[config.mk]
export PLATFORM = sky130hd
export DESIGN_NAME = image_vector_fetcher
export DESIGN_NICKNAME = d
export VERILOG_FILES = /design/src/rtl/image_pkg.sv /design/src/rtl/image_vector_fetcher_fifo.sv /design/src/rtl/image_vector_fetcher.sv
export SDC_FILE = /design/constraint.sdc
export NUM_CORES = 1
export LEC_CHECK = 0
export CAP_MARGIN = 5
export CORE_MARGIN = 4
export CORE_UTILIZATION = 47
export DETAILED_ROUTE_END_ITERATION = 10
export PLACE_DENSITY = 0.9
export SETUP_SLACK_MARGIN = 0.05
export SLEW_MARGIN = 25
export SYNTH_ARGS = -nofsm -noshare
export SYNTH_HDL_FRONTEND = slang
export SYNTH_SLANG_ARGS = --single-unit
[constraint.sdc]
create_clock -name clk -period 6.6 [get_ports clk]
set_input_delay 0.99 -clock clk [delete_from_list [all_inputs] [get_ports clk]]
set_output_delay 0.99 -clock clk [all_outputs]
set_load 0.02 [all_outputs]
[src/rtl/image_pkg.sv]
// Shared image ROM geometry, channel encoding, fetcher states and plane base helper.
package image_pkg;

    localparam int IMG_PIXELS = 10000;
    localparam int NUM_IMAGES = 4;

    typedef enum logic [1:0] {
        CH_R = 2'd0,
        CH_G = 2'd1,
        CH_B = 2'd2
    } chan_e;

    typedef logic [1:0] state_t;

    localparam state_t IDLE   = 2'd0;
    localparam state_t FETCH  = 2'd1;
    localparam state_t DRAIN  = 2'd2;
    localparam state_t FINISH = 2'd3;

    // Planes are laid out channel-major: (chan*NUM_IMAGES + img) * pixels.
    function automatic logic [16:0] plane_base(
        input logic [1:0] img,
        input logic [1:0] chan,
        input int         pixels
    );
        int unsigned idx;
        idx = {28'd0, chan, img};
        return 17'(idx * pixels);
    endfunction

endpackage

[src/rtl/image_vector_fetcher_fifo.sv]
// Synchronous FIFO for fetched pixel quads; entry = {last, data}.
module fetch_fifo #(
    parameter int DEPTH = 4,
    parameter int WIDTH = 33,
    parameter int CW    = $clog2(DEPTH) + 1
) (
    input  logic             clk,
    input  logic             rst,
    input  logic             push,
    input  logic [WIDTH-1:0] din,
    input  logic             pop,
    output logic [WIDTH-1:0] dout,
    output logic [CW-1:0]    count,
    output logic             empty,
    output logic             full
);
    localparam int AW = $clog2(DEPTH);

    logic [WIDTH-1:0] mem [DEPTH];
    logic [AW-1:0]    wr_ptr;
    logic [AW-1:0]    rd_ptr;
    logic             push_ok;
    logic             pop_ok;

    assign empty   = (count == '0);
    assign full    = (count == CW'(DEPTH));
    assign pop_ok  = pop && !empty;
    assign push_ok = push && (!full || pop_ok);
    assign dout    = mem[rd_ptr];

    always_ff @(posedge clk or posedge rst) begin
        if (rst) begin
            for (int i = 0; i < DEPTH; i++) begin
                mem[i] <= '0;
            end
            wr_ptr <= '0;
            rd_ptr <= '0;
            count  <= '0;
        end else begin
            if (push_ok) begin
                mem[wr_ptr] <= din;
                wr_ptr      <= wr_ptr + 1'b1;
            end
            if (pop_ok) begin
                rd_ptr <= rd_ptr + 1'b1;
            end
            if (push_ok && !pop_ok) begin
                count <= count + 1'b1;
            end else if (pop_ok && !push_ok) begin
                count <= count - 1'b1;
            end
        end
    end

endmodule

[src/rtl/image_vector_fetcher.sv]
// Streams one colour plane from the image ROM as packed 4-pixel quads.
// Optional plane checksum accumulator: IMAGE_FETCH_CHECKSUM_EN.
module image_vector_fetcher #(
    parameter int IMG_PIXELS = 10000,
    parameter int FIFO_DEPTH = 4
) (
    input  logic         clk,
    input  logic         rst,
    input  logic         start,
    input  logic [1:0]   img_sel,
    input  logic [1:0]   chan_sel,
    output logic         busy,
    output logic         done,
    output logic         err,
    output logic [127:0] rom_addr,
    input  logic [127:0] rom_rd,
    output logic         out_valid,
    input  logic         out_ready,
    output logic [31:0]  out_data,
    output logic         out_last,
    output logic [23:0]  checksum
);
    import image_pkg::*;

    localparam int W  = IMG_PIXELS / 4;
    localparam int IW = $clog2(W + 1);
    localparam int CW = $clog2(FIFO_DEPTH) + 1;

    state_t        state;
    logic [16:0]   addr_q;
    logic [16:0]   next_addr;
    logic [IW-1:0] issued;
    logic          inflight;
    logic          cap_last;
    logic          err_q;
    logic [CW-1:0] count;
    logic          empty;
    logic          full;
    logic          pop;
    logic          issue;
    logic          last_word;
    logic          illegal;
    logic [31:0]   quad;
    logic [32:0]   head;
    logic          unused_rd;

    assign illegal   = (chan_sel > 2'(CH_B));
    assign pop       = out_valid && out_ready;
    assign last_word = (issued == IW'(W - 1));
    // A pop this cycle frees a slot for an issue this cycle.
    assign issue     = (state == FETCH) &&
                       ((int'(count) + int'(inflight)) <
                        (FIFO_DEPTH + int'(pop)));

    assign quad      = {rom_rd[103:96], rom_rd[71:64],
                        rom_rd[39:32], rom_rd[7:0]};
    assign unused_rd = ^{rom_rd[127:104], rom_rd[95:72],
                         rom_rd[63:40], rom_rd[31:8], full};

    assign rom_addr  = {111'd0, addr_q};
    assign busy      = (state != IDLE);
    assign done      = (state == FINISH);
    assign err       = done && err_q;
    assign out_valid = !empty;
    assign out_data  = head[31:0];
    assign out_last  = head[32];

    always_ff @(posedge clk or posedge rst) begin
        if (rst) begin
            state     <= IDLE;
            addr_q    <= '0;
            next_addr <= '0;
            issued    <= '0;
            inflight  <= 1'b0;
            cap_last  <= 1'b0;
            err_q     <= 1'b0;
        end else begin
            inflight <= issue;
            if (issue) begin
                addr_q    <= next_addr;
                next_addr <= next_addr + 17'd4;
                cap_last  <= last_word;
                issued    <= issued + 1'b1;
            end
            unique case (state)
                IDLE: begin
                    if (start) begin
                        next_addr <= plane_base(img_sel, chan_sel,
                                                IMG_PIXELS);
                        issued    <= '0;
                        err_q     <= illegal;
                        // Illegal requests pass through an empty drain
                        // so done/err land one cycle after start.
                        state     <= illegal ? DRAIN : FETCH;
                    end
                end
                FETCH: begin
                    if (issue && last_word) begin
                        state <= DRAIN;
                    end
                end
                DRAIN: begin
                    if (!inflight && empty) begin
                        state <= FINISH;
                    end
                end
                FINISH: begin
                    state <= IDLE;
                end
                default: begin
                    state <= IDLE;
                end
            endcase
        end
    end

    fetch_fifo #(
        .DEPTH (FIFO_DEPTH),
        .WIDTH (33),
        .CW    (CW)
    ) u_fifo (
        .clk   (clk),
        .rst   (rst),
        .push  (inflight),
        .din   ({cap_last, quad}),
        .pop   (pop),
        .dout  (head),
        .count (count),
        .empty (empty),
        .full  (full)
    );

`ifdef IMAGE_FETCH_CHECKSUM_EN
    logic [23:0] sum_q;

    always_ff @(posedge clk or posedge rst) begin
        if (rst) begin
            sum_q <= '0;
        end else if (state == IDLE && start) begin
            sum_q <= '0;
        end else if (pop) begin
            sum_q <= sum_q + 24'(out_data[7:0])
                           + 24'(out_data[15:8])
                           + 24'(out_data[23:16])
                           + 24'(out_data[31:24]);
        end
    end

    assign checksum = sum_q;
`else
    assign checksum = '0;
`endif

endmodule

### After elaboration in Yosys (flattened, before gate mapping)

Index checks and enable logic that the tools add are counted.

* add/subtract/negate cells: 8
* multipliers: 1
* order comparisons: 5
* equal/unequal tests: 8
* multiplexer cells: 19
* bitwise operators: 2
* reductions and logical operators: 22

Operator list (count)
* bitwise mux 132 bit: 1
* two-way mux 33 bit: 3
* binary-select mux 33 bit (select 2 bit): 1
* demux 33 bit (select 2 bit): 1
* two-way mux 17 bit: 3
* two-way mux 12 bit: 3
* adder 17 x 3 -> 17 bit, second input constant: 1
* multiplier 4 x 10 -> 13 bit, second input constant: 1
* adder 12 x 1 -> 12 bit, second input constant: 1
* == test 12 bit, second input constant: 1
* logical AND 1 bit: 10
* two-way mux 2 bit: 4
* one-hot mux 2 bit (4 select lines): 1
* greater-or-equal comparator 3 bit, second input constant: 2
* two-way mux 3 bit: 2
* NOT 2 -> 3 bit: 2
* logical NOT 1 bit: 5
* adder 2 x 1 -> 2 bit, second input constant: 2
* adder 3 x 1 -> 4 bit: 1
* adder 3 x 1 -> 4 bit, first input constant: 1
* == test 2 bit, second input constant: 2
* < comparator 4 bit: 1
* inequality test 2 bit, second input constant: 2
* nonzero test 2 bit: 2
* 12 further kinds: 12

* flip-flop bits (word level): 190
* bits of input ports: 136
* output and inout bits: 189
* word-level logic and storage cells: 79

### Logic depth before layout (Yosys ltp)

Gate-level depths: netlist of the first run.

* depth in word-level cells: 10
* gate-level depth with buffers: 11

### By module

Synthesis of the first run repeated with hierarchy kept, for this count alone.

* cells, all modules: 790
* area total of the unflattened synthesis: 9939.5 sq um

By module, submodules not included
* fetch_fifo: instances 1, cells an instance 357, area each 6153.4 sq um, seq. area each 3478.3 sq um
* image_vector_fetcher: instances 1, cells an instance 433, area each 3786.1 sq um, seq. area each 1176.1 sq um

### Worst setup path after synthesis of the first run

Ideal clock, no wire load.

* kind: input -> register
* from: input chan_sel[0]
* to: register next_addr[16]
* data arrival time: 3.146 ns
* data required time: 6.469 ns
* setup slack: 3.323 ns
* stages: 11
* cells stage by stage: clkbuf_1 > inv_1 > fa_1 > inv_1 > ha_1 > fa_1 > a21oi_1 > o211ai_1 > xnor2_1 > nand2_1 > o21ai_1

* word-level cells in the longest chain between the ends: 3

Ends and longest elaborated chain
* start: declaration: line image_vector_fetcher.sv:11 `input logic [1:0] chan_sel,`
* multiplier 4 x 10 -> 13 bit: line image_pkg.sv:28 `return 17'(idx * pixels);`
* two-way mux 17 bit: line image_vector_fetcher.sv:87 `if (start) begin`
* two-way mux 17 bit: line image_vector_fetcher.sv:85 `unique case (state)`
* end signal: assignment: line image_vector_fetcher.sv:81 `next_addr <= next_addr + 17'd4;`
* end signal: assignment: line image_vector_fetcher.sv:88 `next_addr <= plane_base(img_sel, chan_sel,`
* end: declaration: line image_vector_fetcher.sv:31 `logic [16:0] next_addr;`

Every way passes these cells.
A chain may end at the register's enable or synchronous reset.

### Worst setup path after layout of the first run

* from: register u_fifo.rd_ptr[0]
* to: output out_data[18]

* word-level cells in the longest chain between the ends: 4

Ends and longest elaborated chain
* start: declaration: line image_vector_fetcher_fifo.sv:21 `logic [AW-1:0] rd_ptr;`
* start signal: assignment: line image_vector_fetcher_fifo.sv:45 `rd_ptr <= rd_ptr + 1'b1;`
* NOT 2 -> 3 bit (not written as such): line image_vector_fetcher_fifo.sv:29 `assign dout = mem[rd_ptr];`
* binary-select mux 33 bit (select 2 bit): line image_vector_fetcher_fifo.sv:29
* two-way mux 33 bit (not written as such) (2 in a row): line image_vector_fetcher_fifo.sv:29
* end: declaration: line image_vector_fetcher.sv:19 `output logic [31:0] out_data,`

Every way passes these cells. The select of a mux whose other input is x is not followed.

==> impl_metrics.ini, run 1 <==
[global_route]
grt_first_pass_wirelength_um = 31300
grt_use_met3_pct = 3.70
grt_overflow = 0
grt-busiest-layer = met2
track_usage_pct = 16.5
grt_start_max_net_pins = 78
met1_usage_pct = 20.9
antenna_found_initial = 0
grt_use_met2_pct = 29.2
grt_pass1_vias = 5975

[job]
drv_cap = 0

[final_layout]
nets = 1026
layout.cells.non_filler = 1141
layout-drive-gt1-share_pct = 25.6
area_delta_synth_final_pct = 12.9
diodes = 0
post-route-cell-area_mm2 = 0.0111
post-route-util_pct = 54.5

[sta]
rsz0062_at_grt = no
min_period_ps = 3710
tns_ps = 0
max_freq_ghz = 0.270
slew-limit-headroom_pct = 35.5
hold_viol = 0
clock_skew_ps = 16.5
worst_slew_pin_slew_ps = 964
holdWs_ps = 478
finalCritPeriodShare_pct = 56.2
drv_slew = 0
setup_viol = 0

[clock_network]
ctsResizeCount = 0
numClockSinks = 186
post_cts_buffers = 0
clk_path_buf_depth = 2
cts_made_buffers = 17
cts_tree = built
clock-root-buffer = clkbuf_16
path_clk_slew_ps = 70
ctsHtreeMaxLevel = 4
clkLatencyLatePin_ps = 440
cts_hold_buf = 0

[worst_setup_path]
worstPathCellList = buf_4 > mux4_2 > clkdlybuf4s50_1
cp.buffers_inverters = 2
cp_slowest_cell = mux4_2
critPathLaunchType = flop
endpoint_kind = output pin
cp.required_ps = 5610
cpPeakStageDelay_ps = 610
cpLargestDelayFamily = buffers and inverters
arrival_ps = 2720
cp_max_fo = 28
crit_type = reg2out

[placed_design]
place_area_mm2 = 0.0105
dp_hpwl_um = 12900
io_buffer_count = 91
dp_cells = 1109
gp_congestion = 0.799

[die]
die_area_mm2 = 0.0234
fp.dieH_um = 153
die_w_um = 153
boundaryPins = 325
start_util_pct = 48.3
core_area_mm2 = 0.0204
rows = 52

[power]
ir_drop_v = 0.000236
leakagePower_uw = 0.00495
power.density_mw_per_mm2 = 499

[status]
status = finished clean

[synthesis]
ys_seq_area_share_pct = 47.2
synthCells = 778
syn_area_mm2 = 0.00987
yosysUniqueCellTypes = 44
yosysWarnings = 0
synth-seq-cells = 186
avgSynthCellArea_um2 = 12.7

[route]
ant_nets = 0
firstDrtPassIters = 4
wl_per_cell_um = 17.1
vias = 5770
drtIter0Drc = 314
post_drt_via_cell_ratio = 5.06
routed_wl_um = 19500
drc = 0

[min_path]
holdCritPathClass = reg2reg
[final timing paths]
check | start | endpoint | slack, ps | cells after the start
min | u_fifo.rd_ptr[1] | u_fifo.rd_ptr[1] | 480 | 1
min reg2reg | u_fifo.rd_ptr[1] | u_fifo.rd_ptr[1] | 480 | 1
min in group asynchronous | rst | u_fifo.mem[1] | 1030 | 2
max | u_fifo.rd_ptr[0] | out_data[18] | 2890 | 3
max reg2reg | u_fifo.count[0] | issued[11] | 3910 | 6
max in group asynchronous | rst | u_fifo.rd_ptr[0] | 4320 | 3
[area by class of cell]
cell class / count / area (um2)
Clock buffer: 17 / 425
Clock inverter: 15 / 208
Fill cell: 1678 / 9290
Inverter: 17 / 68.8
Multi-Input combinational cell: 539 / 4490
Sequential cell: 186 / 4660
Tap cell: 270 / 338
Timing Repair Buffer: 97 / 956
[registers in the layout (all words and copies together), names as in the netlist, 2 cells and up]
signal and flops:
next_addr 15, u_fifo.rd_ptr 2, u_fifo.count 3, state 2, addr_q 15, issued 12
u_fifo.wr_ptr 2, u_fifo.mem 132
[kinds of logic after synthesis]
family / Yosys count / synth area share, %
buffers and inverters: 189 / 12.6
adder cells (fa/ha/maj): 32 / 4.36
flip-flops: 186 / 47.2
multiplexers: 185 / 24.8
XOR/XNOR: 29 / 2.57
other: 1 / 0.0380
AO/OA/AOI/OAI: 47 / 2.87
AND/OR/NAND/NOR: 109 / 5.54
[metrics by stage]
step / setup WS [ps] / power, uW
finish: 2890 / 5560
global route: 2730 / 5870
CTS: 2810 / 5620
detailed placement: 2570 / 4520
global placement: 2570 / 4400
floorplan: 553 / 3710
[synthesized netlist by cell type, drive strengths merged]
cell	instances	area share, %
inv	17	0.65
mux2i	4	0.41
o41a	1	0.11
dfrtp	186	47
conb	1	0.038
a21oi	10	0.51
ha	28	3.6
nand2	35	1.3
or3	7	0.44
nor4b	4	0.36
nor3b	1	0.076
nor4bb	2	0.20
o21bai	1	0.076
fa	4	0.81
o211ai	2	0.15
o21a	1	0.076
mux2	148	17
o21ai	21	1.1
nor3	11	0.56
or4	1	0.076
nand4	5	0.32
o31ai	2	0.20
xor2	4	0.36
xnor2	25	2.2
o31a	1	0.089
and4	1	0.089
buf	155	11
o41ai	1	0.089
and2	3	0.19
a211oi	3	0.23
and3	2	0.13
nor2	16	0.61
nor4	7	0.44
or2	1	0.063
a21o	1	0.076
mux4	33	7.5
a31oi	3	0.19
nand3	13	0.66
clkbuf	17	0.65
[metal layers]
layer	routed length (um)	part of all wire [%]
met5	0	0
met4	153	0.78
met3	946	4.8
met2	10300	53
met1	8160	42
[cell usage in the layout (no fill, tap or decap), drive strengths merged, types with 10 or more instances in the layout]
| master | synthesis | final |
|---|---|---|
| dfrtp | 186 | 186 |
| o21ai | 21 | 21 |
| a21oi | 10 | 10 |
| mux4 | 33 | 33 |
| clkdlybuf4s50 | 0 | 91 |
| inv | 17 | 25 |
| xnor2 | 25 | 25 |
| ha | 28 | 28 |
| nand2 | 35 | 35 |
| conb | 1 | 137 |
| nor3 | 11 | 11 |
| nand3 | 13 | 13 |
| clkbuf | 17 | 17 |
| mux2 | 148 | 148 |
| nor2 | 16 | 16 |
[power by group]
group	switching (uW)	leakage [uW]	internal (uW)
logic	1180	0.00234	1320
clock network	546	0.000305	530
registers	327	0.00231	1660
total	2060	0.00495	3500
Power figures use the tool's default switching activity.
==> inputs of run 2 (changes only) <==
--- a/config.mk
+++ b/config.mk
@@ -7,9 +7,9 @@
 export LEC_CHECK = 0
 export CAP_MARGIN = 5
 export CORE_MARGIN = 4
-export CORE_UTILIZATION = 47
+export CORE_UTILIZATION = 42
 export DETAILED_ROUTE_END_ITERATION = 10
-export PLACE_DENSITY = 0.9
+export PLACE_DENSITY = 0.85
 export SETUP_SLACK_MARGIN = 0.05
 export SLEW_MARGIN = 25
 export SYNTH_ARGS = -nofsm -noshare
==> constraint.sdc (replaced) <==
create_clock -name clk -period 3.1 [get_ports clk]
set_input_delay 0.465 -clock clk [delete_from_list [all_inputs] [get_ports clk]]
set_output_delay 0.465 -clock clk [all_outputs]
set_load 0.02 [all_outputs]
==> run 2 against run 1 <==
Compared with the run above:
- critical path depth up 8
- sequential cell count unchanged
- sequential share of layout area down 0.88 points
- critical path type is now in2reg
- highest routed layer unchanged
==> impl_metrics.ini, run 2 (same netlist as run 1, synthesis figures left out) <==
[worst_setup_path]
critPathLaunch = img_sel[1]
critPathLaunchType = input port
endpoint_kind = flop
timing.rr.end = addr_q[8]
rr_worst_depth = 7
cp.required_ps = 3430
cp_max_fo = 2
arrival_ps = 3190
crit_type = in2reg
rrSetupSlack_ps = 580
r2r_start = u_fifo.count[0]

[final_layout]
top_register = u_fifo.mem
final_common_cell = dfrtp_1
area_delta_synth_final_pct = 15.4
layout-drive-gt1-share_pct = 26.4
largest_reg_flops = 132
nFillCells = 1979
multi_input_area_mm2 = 0.00449
largestRegisters = u_fifo.mem x132, addr_q x15, next_addr x15
ff_latch_area_mm2 = 0.00466
nets = 1041
final_cell_mix = dfrtp_1 (184), mux2_2 (143), conb_1 (137), clkdlybuf4s50_1 (91), mux4_2 (33)

[power]
leakagePower_uw = 0.00505
ir_drop_v = 0.000414
p_total_uw = 12000
power.density_mw_per_mm2 = 1050
p_clk_share_pct = 19.4
p_int_uw = 7800
p_comb_share_pct = 45.0
switchingPower_uw = 4150
sequentialPowerShare_pct = 35.7
p_sw_share_pct = 34.8

[die]
core_area_mm2 = 0.0228
die_w_um = 161
start_util_pct = 43.2
die_area_mm2 = 0.0260
boundaryPins = 325
rows = 55
fp.dieH_um = 161

[clock_network]
cts_made_buffers = 17
clkLatencyLatePin_ps = 420
ctsHtreeMaxLevel = 4
post_cts_buffers = 0
numClockSinks = 186
path_clk_slew_ps = 70
cts_hold_buf = 0
ctsResizeCount = 0
clk_path_buf_depth = 2
clock-root-buffer = clkbuf_16
cts_tree = built

[route]
routed_wl_um = 19200
drtIter0Drc = 362
ant_nets = 0
wl_per_cell_um = 16.0
vias = 5738
post_drt_via_cell_ratio = 4.79
firstDrtPassIters = 4
drc = 0

[placed_design]
dp_slack_ps = -196
dp_hpwl_um = 13500
gp_congestion = 0.835
io_buffer_count = 91

[sta]
worst_slew_pin_slew_ps = 662
fin_ws_ps = 244
slew-limit-headroom_pct = 55.9
min_period_ps = 2860
max_freq_ghz = 0.350
setup_viol = 0
clock_skew_ps = 13.9
drv_slew = 0
hold_viol = 0
finalCritPeriodShare_pct = 92.1
rsz0062_at_grt = no

[min_path]
holdCritPathClass = reg2reg
hold_depth = 1
hp-start = u_fifo.mem[59]
min_to = u_fifo.mem[59]

[global_route]
grt_first_pass_wirelength_um = 30800
track_usage_pct = 14.6
grt_pass1_vias = 5983
antenna_found_initial = 1
grt_start_max_net_pins = 120
grt_overflow = 0

[job]
drv_cap = 0

[status]
status = finished clean
-- run 2: cell count changes in the layout (fill, tap and decap cells not counted), moves of 2 or more --
cell        change
buf_12          +7
buf_4           +8
bufinv_16       +4
clkbuf_1        +3
clkinv_4        -2
clkinv_8        -4
clkinvlp_4      +2
inv_12          -4
-- run 2: final cells by class --
class                   count  share of cell area, %
flip-flops and latches    186                   40.9
clock inverters            11                   1.63
well taps                 313                   3.44
diodes                      1                 0.0220
repair buffers            112                   10.2
multi-input cells         539                   39.4
clock buffers              20                   3.84
inverters                  17                  0.593
-- run 2: worst max-delay path: stages --
cell and delay (ps):
clkdlybuf4s50_1 490, inv_1 90, fa_1 540, inv_1 50
ha_1 330, ha_1 330, a211oi_1 320, nor2_1 110
a31oi_1 170, o21ai_0 90, a211oi_1 200
-- run 2: through the flow --
stage	hold slack (ps)	std cells	TNS [ps]	cell area, um2	util [%]
after detailed placement	477	1167	-463	10800	47.1
after floorplan	438	914	0	10400	-
after CTS	492	1198	0	11400	49.8
after global routing	516	1199	0	11400	49.8
final	490	1199	0	11400	49.8
after global placement	470	1167	-178	10800	47.1
-- run 2: per-layer routing --
metal / track usage [%] / up-vias / share of wire [%]
met1: 18.3 / 2929 / 42
li1: - / 2650 / -
met3: 3.22 / 16 / 4.8
met5: 0 / - / 0
met4: 3.80 / 0 / 1.2
met2: 25.9 / 143 / 52
-- run 2: worst max-delay path by stage --
stage	endpoint	slack [ps]	cells past startpoint
final	next_addr[15]	240	11
after global routing	next_addr[15]	70	11
after CTS	out_data[27]	220	3
after detailed placement	next_addr[15]	-200	11
after global placement	next_addr[15]	-90	11
after floorplan	addr_q[10]	240	1
-- run 2: power by group through the flow --
stage | combinational, uW | clock [uW] | sequential [uW]
after global placement | 5250 | 0 | 4210
final | 5370 | 2310 | 4260
after CTS | 5460 | 2370 | 4270
after global routing | 5780 | 2490 | 4400
after detailed placement | 5430 | 0 | 4310
after floorplan | 3780 | 0 | 4110
==> inputs of run 3 (changes only) <==
--- a/config.mk
+++ b/config.mk
@@ -10,6 +10,7 @@
 export CORE_UTILIZATION = 42
 export DETAILED_ROUTE_END_ITERATION = 10
 export PLACE_DENSITY = 0.85
+export RECOVER_POWER = 25
 export SETUP_SLACK_MARGIN = 0.05
 export SLEW_MARGIN = 25
 export SYNTH_ARGS = -nofsm -noshare
==> run 3 against run 2 <==
Compared with the run above:
- the flow now finishes with violations (max-capacitance violations, max-slew violations)
- non-clock buffer count unchanged
- power is essentially flat
- clock skew is 1.0 ps lower
- design area fell by 0.31%
- largest power group unchanged
==> impl_metrics.ini, run 3 (same netlist as run 1, synthesis figures left out) <==
[status]
status = finished with violations
violations = max-capacitance violations, max-slew violations

[sta]
hold_viol = 0
fin_ws_ps = 241
tns_ps = 0
drv_slew = 188
slew-limit-headroom_pct = -9.58
finalCritPeriodShare_pct = 92.2
max_freq_ghz = 0.350
worst_slew_pin_slew_ps = 1640
clock_skew_ps = 12.8
setup_viol = 0
min_period_ps = 2860
rsz0062_at_grt = no

[die]
rows = 55
start_util_pct = 43.2
core_area_mm2 = 0.0228
fp.dieH_um = 161
die_w_um = 161
boundaryPins = 325
die_area_mm2 = 0.0260

[clock_network]
clock-root-buffer = clkbuf_16
ctsHtreeMaxLevel = 4
cts_made_buffers = 17
post_cts_buffers = 0
cts_hold_buf = 0
clkLatencyLatePin_ps = 420
path_clk_slew_ps = 70
numClockSinks = 186
clk_path_buf_depth = 2
ctsResizeCount = 0
cts_tree = built

[global_route]
grt_start_max_net_pins = 120
track_usage_pct = 14.6
antenna_found_initial = 1
grt_pass1_vias = 5983
grt_overflow = 0
grt_first_pass_wirelength_um = 30800

[job]
drv_cap = 2

[placed_design]
dp_cells = 1167
place_area_mm2 = 0.0108
io_buffer_count = 91
dp_slack_ps = -196
dp_hpwl_um = 13500
gp_congestion = 0.835

[final_layout]
nets = 1041
area_delta_synth_final_pct = 15.0
largest_reg_flops = 132
layout-drive-gt1-share_pct = 26.3
final_cell_mix = dfrtp_1 (184), mux2_2 (143), conb_1 (137), clkdlybuf4s50_1 (90), mux4_2 (33)
top_register = u_fifo.mem
layout.cells.non_filler = 1199
nFillCells = 1985
ff_latch_area_mm2 = 0.00466
final_common_cell = dfrtp_1
largestRegisters = u_fifo.mem x132, addr_q x15, next_addr x15
post-route-cell-area_mm2 = 0.0113
multi_input_area_mm2 = 0.00448

[worst_setup_path]
endpoint_kind = flop
cpLargestDelayFamily = adder cells
crit_type = in2reg
cp_num_cells = 11
cp_slowest_cell = fa_1
cp.required_ps = 3430
critPathLaunchType = input port
rr_worst_depth = 7
arrival_ps = 3190
cp.buffers_inverters = 3
cp_max_fo = 2
cpPeakStageDelay_ps = 540
worstPathCellList = clkdlybuf4s50_1 > inv_1 > fa_1 > inv_1 > ha_1 > ha_1 > a211oi_1 > nor2_1 > a31oi_1 > o21ai_0 > a211oi_1

[route]
post_drt_via_cell_ratio = 4.79
drc = 0
ant_nets = 0
wl_per_cell_um = 16.0
routed_wl_um = 19200
firstDrtPassIters = 4
vias = 5745
drtIter0Drc = 420

[power]
leakagePower_uw = 0.00504
ir_drop_v = 0.000414
power.density_mw_per_mm2 = 1050

[min_path]
hold_depth = 1
holdCritPathClass = reg2reg
[run 3: changes by cell type in the layout (fill, tap and decap cells not counted), sizes merged]
| cell | before | now |
|---|---|---|
| clkbuf | 20 | 22 |
| clkdlybuf4s50 | 91 | 90 |
| buf | 21 | 19 |
| dlygate4sd3 | 0 | 1 |
[run 3: layout make-up]
| cell class | count | share of cell area [%] |
|---|---|---|
| antenna | 1 | 0.0220 |
| clock buffer | 20 | 3.85 |
| clock inverter | 11 | 1.63 |
| inverter | 17 | 0.573 |
| multi-input combinational | 539 | 39.5 |
| sequential | 186 | 41.0 |
| tap | 313 | 3.45 |
| timing repair buffer | 112 | 9.94 |
[run 3: report_power, final]
part           internal (uW)  switching, uW  total, uW
Sequential              3530            731       4260
Combinational           2890           2480       5370
Clock                   1370            944       2310
Total                   7790           4160      11900
[run 3: per-layer routing]
layer | GRT usage [%] | share of wire, % | vias to the layer above
met2 | 25.9 | 52 | 142
li1 | - | - | 2656
met3 | 3.22 | 4.8 | 16
met5 | 0 | 0 | -
met1 | 18.3 | 42 | 2931
met4 | 3.80 | 1.2 | 0
[run 3: final timing paths]
path                                      start          endpoint  slack [ps]
worst min register to register   u_fifo.mem[59]    u_fifo.mem[59]         490
worst max-delay path                 img_sel[1]     next_addr[15]         240
min in group asynchronous                   rst    u_fifo.mem[60]        1110
worst max register to register  u_fifo.count[0]         addr_q[8]         590
max in group asynchronous                   rst  u_fifo.rd_ptr[0]         870
worst min-delay path             u_fifo.mem[59]    u_fifo.mem[59]         490
[run 3: worst reg2reg max path, stage by stage, from the launching register on]
cell	delay [ps]
dfrtp_1	470
ha_1	240
ha_1	260
o31a_1	380
buf_4	250
nor2_1	120
buf_4	300
mux2_2	380
[run 3: metrics by stage]
stage	hold WS [ps]	total power, uW	util (%)
2_1_floorplan	438	7890	-
3_3_place_gp	470	9460	47.1
3_5_place_dp	477	9740	47.1
4_1_cts	492	12100	49.8
5_1_grt	516	12700	49.7
6_report	491	12000	49.7
